## src/rtl/tnn_feature_sequencer.sv

```systemverilog
// tnn_feature_sequencer: collects a 7-feature frame over valid/ready, holds it on the
// classifier inputs for a settle window, captures the result bit and keeps
// saturating accuracy-monitoring counters.
module tnn_feature_sequencer #(
  parameter int unsigned SETTLE_CYCLES = 1,
  parameter int unsigned CNT_W         = 16
) (
  input  logic             clk,
  input  logic             rst,
  input  logic             feat_valid,
  output logic             feat_ready,
  input  logic [1:0]       feat_data,
  input  logic             feat_last,
  output logic [1:0]       cls_a,
  output logic [1:0]       cls_b,
  output logic [1:0]       cls_c,
  output logic [1:0]       cls_d,
  output logic [1:0]       cls_e,
  output logic [1:0]       cls_f,
  output logic [1:0]       cls_g,
  input  logic             cls_out,
  output logic             res_valid,
  input  logic             res_ready,
  output logic             res_data,
  output logic             frame_err,
  input  logic             clr_stats,
  output logic [CNT_W-1:0] sample_cnt,
  output logic [CNT_W-1:0] pos_cnt
);

  localparam int unsigned N_FEAT   = 7;
  localparam int unsigned IDX_W    = 3;
  localparam int unsigned LAST_IDX = N_FEAT - 1;
  localparam int unsigned SET_W    = $clog2(SETTLE_CYCLES + 1);
  localparam logic [CNT_W-1:0] CNT_MAX = {CNT_W{1'b1}};

  typedef enum logic [1:0] {
    S_LOAD = 2'd0,
    S_EVAL = 2'd1,
    S_OUT  = 2'd2
  } state_t;

  state_t             state_q, state_d;
  logic [IDX_W-1:0]   idx_q, idx_d;
  logic [SET_W-1:0]   settle_q, settle_d;
  logic [1:0]         slot_q [N_FEAT];
  logic               wr_en;
  logic               capture;
  logic               err_d;
  logic               handshake;

  // Ready is held low while reset is asserted so nothing is accepted in that cycle.
  assign feat_ready = (state_q == S_LOAD) & ~rst;
  assign handshake  = feat_valid & feat_ready;

  // Next-state, slot write enable, capture strobe and framing-error decode.
  always_comb begin
    state_d  = state_q;
    idx_d    = idx_q;
    settle_d = settle_q;
    wr_en    = 1'b0;
    capture  = 1'b0;
    err_d    = 1'b0;
    case (state_q)
      S_LOAD: begin
        if (handshake) begin
          wr_en = 1'b1;
          if (idx_q == IDX_W'(LAST_IDX)) begin
            idx_d = '0;
            if (feat_last) begin
              state_d  = S_EVAL;
              settle_d = SET_W'(SETTLE_CYCLES);
            end else begin
              err_d = 1'b1;
            end
          end else if (feat_last) begin
            idx_d = '0;
            err_d = 1'b1;
          end else begin
            idx_d = idx_q + IDX_W'(1);
          end
        end
      end
      S_EVAL: begin
        settle_d = settle_q - SET_W'(1);
        if (settle_q == SET_W'(1)) begin
          capture = 1'b1;
          state_d = S_OUT;
        end
      end
      S_OUT: begin
        if (res_ready) begin
          state_d = S_LOAD;
        end
      end
      default: state_d = S_LOAD;
    endcase
  end

  // State register.
  always_ff @(posedge clk) begin
    if (rst) begin
      state_q <= S_LOAD;
    end else begin
      state_q <= state_d;
    end
  end

  // Frame index, settle counter, feature slots and result register.
  always_ff @(posedge clk) begin
    if (rst) begin
      idx_q     <= '0;
      settle_q  <= '0;
      res_valid <= 1'b0;
      res_data  <= 1'b0;
      frame_err <= 1'b0;
      for (int i = 0; i < N_FEAT; i++) begin
        slot_q[i] <= '0;
      end
    end else begin
      idx_q     <= idx_d;
      settle_q  <= settle_d;
      frame_err <= err_d;
      for (int i = 0; i < N_FEAT; i++) begin
        if (wr_en && (idx_q == IDX_W'(i))) begin
          slot_q[i] <= feat_data;
        end
      end
      if (capture) begin
        res_valid <= 1'b1;
        res_data  <= cls_out;
      end else if ((state_q == S_OUT) && res_ready) begin
        res_valid <= 1'b0;
      end
    end
  end

  // Saturating statistics counters; clear takes priority over a capture.
  always_ff @(posedge clk) begin
    if (rst || clr_stats) begin
      sample_cnt <= '0;
      pos_cnt    <= '0;
    end else if (capture) begin
      if (sample_cnt != CNT_MAX) begin
        sample_cnt <= sample_cnt + CNT_W'(1);
      end
      if (cls_out && (pos_cnt != CNT_MAX)) begin
        pos_cnt <= pos_cnt + CNT_W'(1);
      end
    end
  end

  assign cls_a = slot_q[0];
  assign cls_b = slot_q[1];
  assign cls_c = slot_q[2];
  assign cls_d = slot_q[3];
  assign cls_e = slot_q[4];
  assign cls_f = slot_q[5];
  assign cls_g = slot_q[6];

endmodule
```

## config.mk

```make
export PLATFORM = sky130hd
export DESIGN_NAME = tnn_feature_sequencer
export DESIGN_NICKNAME = d
export VERILOG_FILES = /design/src/rtl/tnn_feature_sequencer.sv
export SDC_FILE = /design/constraint.sdc
export NUM_CORES = 1
export LEC_CHECK = 0
export CAP_MARGIN = 40
export CORE_UTILIZATION = 50
export CTS_CLUSTER_DIAMETER = 30
export DETAILED_ROUTE_END_ITERATION = 10
export PLACE_DENSITY = 0.82
export REMOVE_ABC_BUFFERS = 1
export SKIP_CTS_REPAIR_TIMING = 1
export SYNTH_ARGS = -nofsm -noshare
export SYNTH_HDL_FRONTEND = slang
export SYNTH_SLANG_ARGS = --single-unit
```

## constraint.sdc

```tcl
create_clock -name clk -period 1.95 [get_ports clk]
set_input_delay 0.39 -clock clk [delete_from_list [all_inputs] [get_ports clk]]
set_output_delay 0.39 -clock clk [all_outputs]
set_load 0.01 [all_outputs]
```

After elaboration in Yosys (flattened, before gate mapping)
Memory sizes are Yosys's and may differ from the RTL's.
Index checks and enable logic that the tools add are counted.

operators by class
  equal/unequal tests = 15
  $mul = 0
  mux-type cells = 51
  order comparisons = 0
  add/sub/neg operators = 4
  shift-type cells = 0
  div/mod/pow operators = 0
  reduce and logical (&&, ||, !) cells = 20
  bitwise operators = 12

operators with widths
  operator                                                         number
  1-bit two-way mux                                                35
  16-bit by 1-bit adder with 16-bit output, second input constant  2
  16-bit inequality test, second input constant                    2
  2-bit two-way mux                                                12
  3-bit == test, second input constant                             3
  1-bit logical AND                                                9
  2-bit inequality test, second input constant                     4
  1-bit OR                                                         7
  3-bit by 2-bit == test with 1-bit output, second input constant  2
  3-bit two-way mux                                                2
  2-bit one-hot mux with 3 select lines                            1
  2-bit AND reduction                                              3
  5-bit AND reduction                                              1
  4-bit AND reduction                                              1
  2-bit nonzero test                                               2
  3-bit by 1-bit adder with 3-bit output, second input constant    1
  3-bit by 1-bit == test with 1-bit output, second input constant  1
  3-bit logical NOT                                                1
  1-bit inverter                                                   3
  3-bit OR reduction                                               1
  1-bit bitwise AND                                                2
  2-bit by 1-bit == test with 1-bit output, second input constant  1
  2-bit == test, second input constant                             1
  2-bit logical NOT                                                1
  4 further kinds                                                  4

word-level totals
  logic and storage cells = 111
  memories kept = 1
  output and inout port bits = 50
  bits in registers = 41
  RAM bits = 14
  bits in read-only memories = 0
  latch bits = 0

memories
  name    words  width  rd ports  clocked after memory_dff  write ports  RTL line  source
  slot_q  7      2      7         0                         7            46        logic [1:0] slot_q [N_FEAT];

Longest topological paths before layout
Gate-level depths: netlist of run 1.

  depth in word-level cells = 10
  mapped depth = 6
  gate-level depth less buffers = 5

Least setup slack after synthesis of run 1
Ideal clock, no wire load.

  kind = flip-flop to flip-flop
  start point = reg sample_cnt[0]
  end point = reg sample_cnt[7]
  data required time = 1.835 ns
  stages on the path, launching flop included = 7
  path buffers = 1
  path slack = 0.222 ns
  arrival time = 1.614 ns
  period minus slack after synthesis = 1.728 ns
  path through = dfxtp_1 > ha_1 > and3_1 > and4_1 > buf_4 > o31a_1 > o21a_1

between the ends
  word-level cells in the longest chain between the ends = 2
  elaborated cells between the ends (all ways) = 3
  classes of those cells = add/sub: 1; eq/ne: 1; reduce/logical: 1

ends and longest elaborated chain
  what                                                                                              RTL line  source
  from (decl)                                                                                       27        output logic [CNT_W-1:0] sample_cnt,
  from (signal assigned)                                                                            145       sample_cnt <= sample_cnt + CNT_W'(1);
  parallel branches: the longest is 2 deep, another holds 16-bit by 1-bit adder with 16-bit output  --

Several ways; the timed one is not identified.
A chain may end at the register's enable or synchronous reset.

Worst setup path in the final report of run 1
  start point = reg sample_cnt[0]
  end point = reg sample_cnt[11]

Same word-level chain as after synthesis.

==> results of run 1 <==
## power by group through the flow
stage,Combinational (mW),Clock (mW),Sequential [mW]
finish,0.140,0.643,1.19
floorplan,0.0441,0,1.23
global placement,0.136,0,1.22
detailed placement,0.140,0,1.22
global route,0.153,0.699,1.19
CTS,0.140,0.663,1.19
## stage by stage
step	TNS [ns]	hold WS, ns
2_1_floorplan	0	0.4546
6_report	0	0.5058
3_3_place_gp	-0.5694	0.4810
4_1_cts	-0.07617	0.5099
3_5_place_dp	-0.7833	0.4899
5_1_grt	0	0.5546
## worst max-delay path: stages (launching register included)
cell,delay (ns)
dfxtp_1,0.37
ha_1,0.25
and3_1,0.24
and4_2,0.33
or4_1,0.41
a21oi_1,0.15
## sequential cells by signal, indices dropped and copies added, names as in the netlist, 2 cells and up
register,flops
idx_q,3
pos_cnt,16
sample_cnt,16
slot_q,14
state_q,2
## logic make-up after synthesis
logic type	Yosys count
mux	4
buf+inv	18
compound gates	70
fa+ha+maj	7
xor+xnor	2
simple gates	140
flops	55
## area by class of cell
cell class	instances	area share
clock buffers	5	0.01912
clock inverters	3	0.006952
inverters	5	0.005214
multi-input cells	223	0.3896
flip-flops and latches	55	0.3448
well taps	70	0.02433
repair buffers	81	0.2099
## cell usage after synthesis (2+ instances only)
cell type	n
buf_4	2
o21ai_0	14
xor2_1	2
clkbuf_1	7
and3_1	5
and3_2	2
o41ai_1	2
ha_1	7
o311ai_0	2
or2_2	2
or4_1	8
nand4_1	15
nand3b_1	2
edfxtp_1	14
o31ai_1	7
nor2_1	19
buf_2	2
nor2b_1	2
buf_6	2
nand3_1	17
nor3_1	4
o21bai_1	5
nor4_1	2
mux2i_1	4
dfxtp_1	41
and4_1	8
or3_1	20
o211ai_1	2
inv_1	5
nand2_1	27
a21oi_1	30
## worst min path at each step
stage                     to      from  cells after the start
finish              idx_q[1]  idx_q[1]                      2
global route        idx_q[0]  idx_q[0]                      1
CTS                 idx_q[1]  idx_q[1]                      2
detailed placement  idx_q[1]  idx_q[1]                      2
global placement    idx_q[1]  idx_q[1]                      2
floorplan           settle_q       rst                      1
## routing by layer
| metal | track usage | routed length, um |
|---|---|---|
| met1 | 0.2996 | 2859 |
| met2 | 0.4216 | 3140 |
| met3 | 0.04233 | 269 |
| met4 | 0.06790 | 42 |
| met5 | 0 | 0 |
## cell usage in the layout (no fill, tap or decap), drive strengths merged, types with 7 or more instances in the layout
master          n
a21oi          30
and3            7
and4            8
buf            23
clkdlybuf4s50  57
dfxtp          41
edfxtp         14
ha              7
nand2          27
nand3          17
nand4          16
nor2           19
o21ai          14
o31ai           7
or3            20
or4             8
==> impl_metrics.toml, run 1 <==
[status]
status = "completed"

[timing]
fmax_mhz = 549.8
worst_pin_slew_ns = 0.3908
skew_ns = 0.005318
fin_crit_ns = 1.819
setup_ws_ns = 0.1313
final_max_slew_viol_count = 0
hold_viol_final = 0
max_slew_margin = 0.7387
min_period_over_period = 0.9327
setup_violations = 0
rsz0062_at_grt = "no"

[pwr]
internal-power_mw = 1.513
seqPwrFrac = 0.603
power_switching_share = 0.2335
powerDensity_mw_per_mm2 = 548.2
switchingPower_uw = 460.7
peakVddDrop_v = 0.0003447
clkPwrFrac = 0.326
p_total_mw = 1.973
combPwrFrac = 0.071
p_leak_nw = 1.250

[global_routing]
grt_pass1_vias = 2340
grt_pass1_wl_um = 10570
globalRoute.totalOverflow = 0
grt_antenna_before_repair = 0
grt_max_degree = 19
grt.total_usage = 0.2388

[clock_network]
clock-sinks = 55
cts_made_buffers = 5
cts_tree = "done"
h-tree-depth = 2
clkSlewWorstSetupHoldPaths_ns = 0.10
clock_path_buffers = 2
cts-root-buf = "clkbuf_8"
clk_latency_ns = 0.31

[placed_design]
io_buffers = 58
place_area_mm2 = 0.003483
gp_congestion = 0.8578
place_ws_ns = -0.1387
hpwl_um = 4682
dp.cells = 434

[yosys]
postSynthAreaPerCell_um2 = 9.177
syn_inst = 296
synth_top_family_by_area = "simple AND/OR/NAND/NOR gates"
synth_warnings = 0
synthAdderAreaFrac = 0.03224
synth-seq-area-share = 0.4569
synth-simple-area-share = 0.2971
async_reset_ff_frac = 0
syn-cell-area_mm2 = 0.002716
synth_mux_area_frac = 0.01474
synth_area_leaders = "dfxtp_1 (30%), edfxtp_1 (15%), a21oi_1 (5.5%)"
synth_edf_count = 14
synth_compound_area_frac = 0.1585
synth_cell_types = 46
netlist.area_leader.share = 0.3022
synth_xor_area_frac = 0.006449
ys.flop_type = "dfxtp_1"
ys_ff_latch = 55
yosysTopAreaCell = "dfxtp_1"

[worst_hold_path]
hold_path.class = "flip-flop to flip-flop"

[layout]
final_util = 0.6959
final_area_mm2 = 0.003600
diodes = 0
syn_to_final_growth_pct = 32.52
nets = 387
multi_input_area_mm2 = 0.001403
finalNonFillerCells = 442
fillers = 414
seqCellArea_mm2 = 0.001241
drive_above_1_share = 0.1156

[critical_path]
r2r_setup_slack_ns = 0.13
endpoint_kind = "flip-flop"
crit_start = "sample_cnt[0]"
critPathArrivalTime_ns = 2.06
cp_max_fo = 15
reg2reg_from = "sample_cnt[0]"
setup.worst_path.end = "sample_cnt[11]"
reg2reg_depth = 5
required_ns = 2.19
r2r_end = "sample_cnt[11]"
start_kind = "flip-flop"
worstSetupPathType = "flip-flop to flip-flop"

[run]
cap_violations = 0

[routing]
ant_nets = 0
drc_errors = 0
wl_per_cell_um = 14.28
num_vias = 2598
drt_iter0_markers = 167
firstDrtPassIters = 4
finalWirelength_um = 6311
vias_per_cell = 5.878

[floorplan]
die_w_um = 75.71
pin_count = 59
fp.dieArea_mm2 = 0.005731
initial_core_util = 0.5252
core_area_mm2 = 0.005172
fp-row-count = 26
die_h_um = 75.71
Note: power is estimated with default switching activity, not from simulation.
==> run 2: changes to the inputs <==
--- a/config.mk
+++ b/config.mk
@@ -9,6 +9,7 @@
 export CORE_UTILIZATION = 50
 export CTS_CLUSTER_DIAMETER = 30
 export DETAILED_ROUTE_END_ITERATION = 10
+export MAX_ROUTING_LAYER = met4
 export PLACE_DENSITY = 0.82
 export REMOVE_ABC_BUFFERS = 1
 export SKIP_CTS_REPAIR_TIMING = 1
==> run 2 against run 1 <==
  * Setup slack worse by 0.0045 ns
  * Largest power group unchanged
  * Clock power up 0.6%
  * Critical path type unchanged
  * Clock-buffer cell count unchanged
  * Sequential share of layout area about the same
  * Global-route usage up 0.78 points
==> impl_metrics.toml, run 2 (synthesis results as in run 1) <==
[timing]
max_slew_margin = 0.7508
skew_ns = 0.005099
fin_tns_setup_ns = 0
hold_viol_final = 0
final_max_slew_viol_count = 0
worst_hold_slack_ns = 0.5059
worst_pin_slew_ns = 0.3727
min_period_over_period = 0.9350
fmax_mhz = 548.5
fin_crit_ns = 1.823
setup_violations = 0
rsz0062_at_grt = "no"

[critical_path]
required_ns = 2.20
cp_max_fo = 15
start_kind = "flip-flop"
path_delay_family = "simple AND/OR/NAND/NOR gates"
worstSetupPathType = "flip-flop to flip-flop"
endpoint_kind = "flip-flop"
crit_buf_inv = 0
critPathArrivalTime_ns = 2.07
path_cells = "ha_1 > and3_1 > and4_2 > or4_1 > a21oi_1"
cpPeakStageDelay_ns = 0.41
crit_path_top_delay_cell = "or4_1"

[clock_network]
h-tree-depth = 2
clock_path_buffers = 2
cts_tree = "done"
clk_latency_ns = 0.31
clkSlewWorstSetupHoldPaths_ns = 0.10
cts-root-buf = "clkbuf_8"
clock-sinks = 55
cts_made_buffers = 5

[placed_design]
place_area_mm2 = 0.003483
io_buffers = 58
hpwl_um = 4682
dp.cells = 434
gp_congestion = 0.8715

[routing]
wl_per_cell_um = 14.31
ant_nets = 0
vias_per_cell = 5.891
top_layer = "met4"
wl_met3_um = 245
drc_errors = 0
drt_iter0_markers = 185
wl_met2_um = 3131
finalWirelength_um = 6325
met1_length_um = 2878
num_vias = 2604
firstDrtPassIters = 4

[global_routing]
globalRoute.totalOverflow = 0
grt_antenna_before_repair = 0
grt_max_degree = 19
grt.total_usage = 0.2466
grt_pass1_vias = 2338
grt_pass1_wl_um = 10590

[pwr]
clkPwrFrac = 0.327
seqPwrFrac = 0.602
peakVddDrop_v = 0.0003449
combPwrFrac = 0.071
powerDensity_mw_per_mm2 = 549.4
switchingPower_uw = 465.7
p_leak_nw = 1.250
power_switching_share = 0.2354
internal-power_mw = 1.513
p_total_mw = 1.978

[run]
cap_violations = 0

[worst_hold_path]
hold_path.class = "flip-flop to flip-flop"

[floorplan]
pin_count = 59
fp-row-count = 26
die_h_um = 75.71
die_w_um = 75.71
core_area_mm2 = 0.005172
fp.dieArea_mm2 = 0.005731
initial_core_util = 0.5252

[layout]
final_area_mm2 = 0.003601
fillers = 414
final_common_cell = "clkdlybuf4s50_1"
diodes = 0
nets = 387
largestRegisters = "pos_cnt (16), sample_cnt (16), slot_q (14)"
layout_common_cells = "clkdlybuf4s50_1 (57), dfxtp_1 (40), a21oi_1 (30)"
drive_above_1_share = 0.1183
syn_to_final_growth_pct = 32.57
finalNonFillerCells = 442

[status]
status = "completed"
-- run 2: final cells by class --
cell class / instances / area, um^2 / share of cell area
clock buffer: 5 / 68.82 / 0.01911
clock inverter: 3 / 25.02 / 0.006949
inverter: 5 / 18.77 / 0.005212
multi-input combinational: 223 / 1403 / 0.3895
sequential: 55 / 1242 / 0.3450
tap: 70 / 87.58 / 0.02432
timing repair buffer: 81 / 755.7 / 0.2099
-- run 2: worst paths after layout --
check	startpoint	to	slack [ns]	depth (start not counted)
hold reg to reg	idx_q[1]	idx_q[1]	0.51	2
setup reg to reg	sample_cnt[0]	sample_cnt[11]	0.13	5
hold / removal	idx_q[1]	idx_q[1]	0.51	2
setup / recovery	sample_cnt[0]	sample_cnt[11]	0.13	5
-- run 2: power by group through the flow --
stage               Clock [mW]  Sequential [mW]  Combinational, mW
floorplan                    0             1.23             0.0441
global placement             0             1.22              0.136
detailed placement           0             1.22              0.140
CTS                      0.663             1.19              0.140
global route             0.701             1.19              0.153
finish                   0.647             1.19              0.140
-- run 2: per-stage QoR --
stage               utilization  setup slack [ns]
CTS                      0.6916          -0.07617
floorplan                     -            0.2162
finish                   0.6962            0.1268
detailed placement       0.6734           -0.1387
global route             0.6962          0.006927
global placement         0.6734           -0.1045
-- run 2: metal layers --
layer / up-vias / global-route usage
li1: 1279 / -
met1: 1248 / 0.3004
met2: 69 / 0.4216
met3: 8 / 0.04233
met4: 0 / 0.06790
met5: - / -
-- run 2: tightest hold or removal path, stage by stage (launching register included) --
cell and delay, ns:
dfxtp_1 0.35, nand2_1 0.06, a21oi_1 0.05
==> run 3: changes to the inputs <==
--- a/config.mk
+++ b/config.mk
@@ -5,8 +5,9 @@
 export SDC_FILE = /design/constraint.sdc
 export NUM_CORES = 1
 export LEC_CHECK = 0
+export ABC_AREA = 1
 export CAP_MARGIN = 40
-export CORE_UTILIZATION = 50
+export CORE_UTILIZATION = 51
 export CTS_CLUSTER_DIAMETER = 30
 export DETAILED_ROUTE_END_ITERATION = 10
 export MAX_ROUTING_LAYER = met4
==> run 3 against run 2 <==
  * Total power is 6.3% higher
  * Clock power is 18% higher
  * Wire length is 0.44% higher
  * Sequential power about the same
  * Critical path depth decreased by 4
  * Die area is 4.0% higher
  * Highest routed layer unchanged
==> impl_metrics.toml, run 3 <==
[critical_path]
crit_buf_inv = 1
cpPeakStageDelay_ns = 0.60
start_kind = "flip-flop"
critPathArrivalTime_ns = 1.39
cp_max_fo = 7
required_ns = 1.56
crit_path_top_delay_cell = "clkdlybuf4s50_1"
path_delay_family = "buffers and inverters"
path_cells = "clkdlybuf4s50_1"
endpoint_kind = "primary output"
worstSetupPathType = "flip-flop to primary output"

[placed_design]
gp_congestion = 0.8280
place_ws_ns = -0.08965
io_buffers = 58
dp.cells = 508
hpwl_um = 4546
place_area_mm2 = 0.003518

[layout]
final_common_cell = "nand2_1"
final_util = 0.6683
finalNonFillerCells = 518
syn_to_final_growth_pct = 26.81
nets = 461
drive_above_1_share = 0.1009
diodes = 0
largestRegisters = "pos_cnt (16), sample_cnt (16), slot_q (14)"
layout_common_cells = "nand2_1 (97), nor2_1 (66), clkdlybuf4s50_1 (56)"
final_area_mm2 = 0.003657

[global_routing]
grt_max_degree = 25
grt_antenna_before_repair = 0
grt_pass1_wl_um = 10200
globalRoute.totalOverflow = 0
grt_pass1_vias = 2331
grt.total_usage = 0.2173

[clock_network]
clk_latency_ns = 0.31
clock-sinks = 55
cts_made_buffers = 5
clkSlewWorstSetupHoldPaths_ns = 0.10
cts_tree = "done"
clock_path_buffers = 2
cts-root-buf = "clkbuf_8"
h-tree-depth = 2

[floorplan]
core_area_mm2 = 0.005473
pin_count = 59
initial_core_util = 0.5270
die_h_um = 77.20
fp.dieArea_mm2 = 0.005960
fp-row-count = 27
die_w_um = 77.20

[run]
cap_violations = 0

[yosys]
synth.most_common_cell = "nand2_1"
synth_cell_types = 32
yosysTopAreaCell = "dfxtp_1"
synth_warnings = 0
async_reset_ff_frac = 0
ys_ff_latch = 55
ys.flop_type = "dfxtp_1"
syn-cell-area_mm2 = 0.002884
postSynthAreaPerCell_um2 = 7.590
synth_area_leaders = "dfxtp_1 (28%), edfxtp_1 (15%), nand2_1 (13%)"
synth_edf_count = 14
syn_inst = 380
synth_commonest_cells = "nand2_1 (97), nor2_1 (68), dfxtp_1 (41)"
synth-seq-area-share = 0.4304
netlist.area_leader.share = 0.2846

[timing]
min_period_over_period = 0.9146
max_slew_margin = 0.5715
setup_violations = 0
fin_crit_ns = 1.783
setup_ws_ns = 0.1666
rsz0062_at_grt = "no"
worst_pin_slew_ns = 0.6404
final_max_slew_viol_count = 0
hold_viol_final = 0
worst_hold_slack_ns = 0.4754
fmax_mhz = 560.7
fin_tns_setup_ns = 0
skew_ns = 0.008419

[routing]
drc_errors = 0
finalWirelength_um = 6353
vias_per_cell = 5.124
wl_per_cell_um = 12.26
num_vias = 2654
drt_iter0_markers = 100
firstDrtPassIters = 4
ant_nets = 0

[worst_hold_path]
hold_path.class = "flip-flop to flip-flop"

[pwr]
p_total_mw = 2.102
p_leak_nw = 1.341
powerDensity_mw_per_mm2 = 574.9
peakVddDrop_v = 0.0003988

[status]
status = "completed"
[run 3: power breakdown]
part / internal (mW) / switching [mW] / leakage [nW]
Sequential: 1.19 / 0.00752 / 0.475
Clock: 0.384 / 0.378 / 0.0514
Combinational: 0.0680 / 0.0766 / 0.815
[run 3: final timing paths]
kind | startpoint | endpoint | slack (ns) | cells past startpoint
setup / recovery | pos_cnt[13] | pos_cnt[13] | 0.17 | 1
hold reg to reg | res_data | res_data | 0.48 | 2
hold / removal | res_data | res_data | 0.48 | 2
setup reg to reg | sample_cnt[0] | sample_cnt[4] | 0.21 | 8
[run 3: cell families after synthesis]
| logic type | after synthesis | synth area share |
|---|---|---|
| AND/OR/NAND/NOR | 227 | 0.3631 |
| flip-flops | 55 | 0.4304 |
| buffers and inverters | 44 | 0.07505 |
| AO/OA/AOI/OAI | 40 | 0.07982 |
| XOR/XNOR | 7 | 0.02126 |
| adder cells (fa/ha/maj) | 7 | 0.03037 |
[run 3: cell type report]
class	instances	area (um^2)
fill	489	1815
clock inverter	2	37.54
timing repair buffer	65	638.1
sequential	55	1241
clock buffer	6	72.57
inverter	36	135.1
multi-input combinational	282	1443
tap	72	90.09
[run 3: per-layer routing]
| layer | wire (um) | vias up | global-route usage |
|---|---|---|---|
| li1 | - | 1347 | - |
| met1 | 2617 | 1192 | 0.2481 |
| met2 | 3205 | 104 | 0.3814 |
| met3 | 421 | 11 | 0.04167 |
| met4 | 109 | 0 | 0.06792 |
| met5 | 0 | - | - |
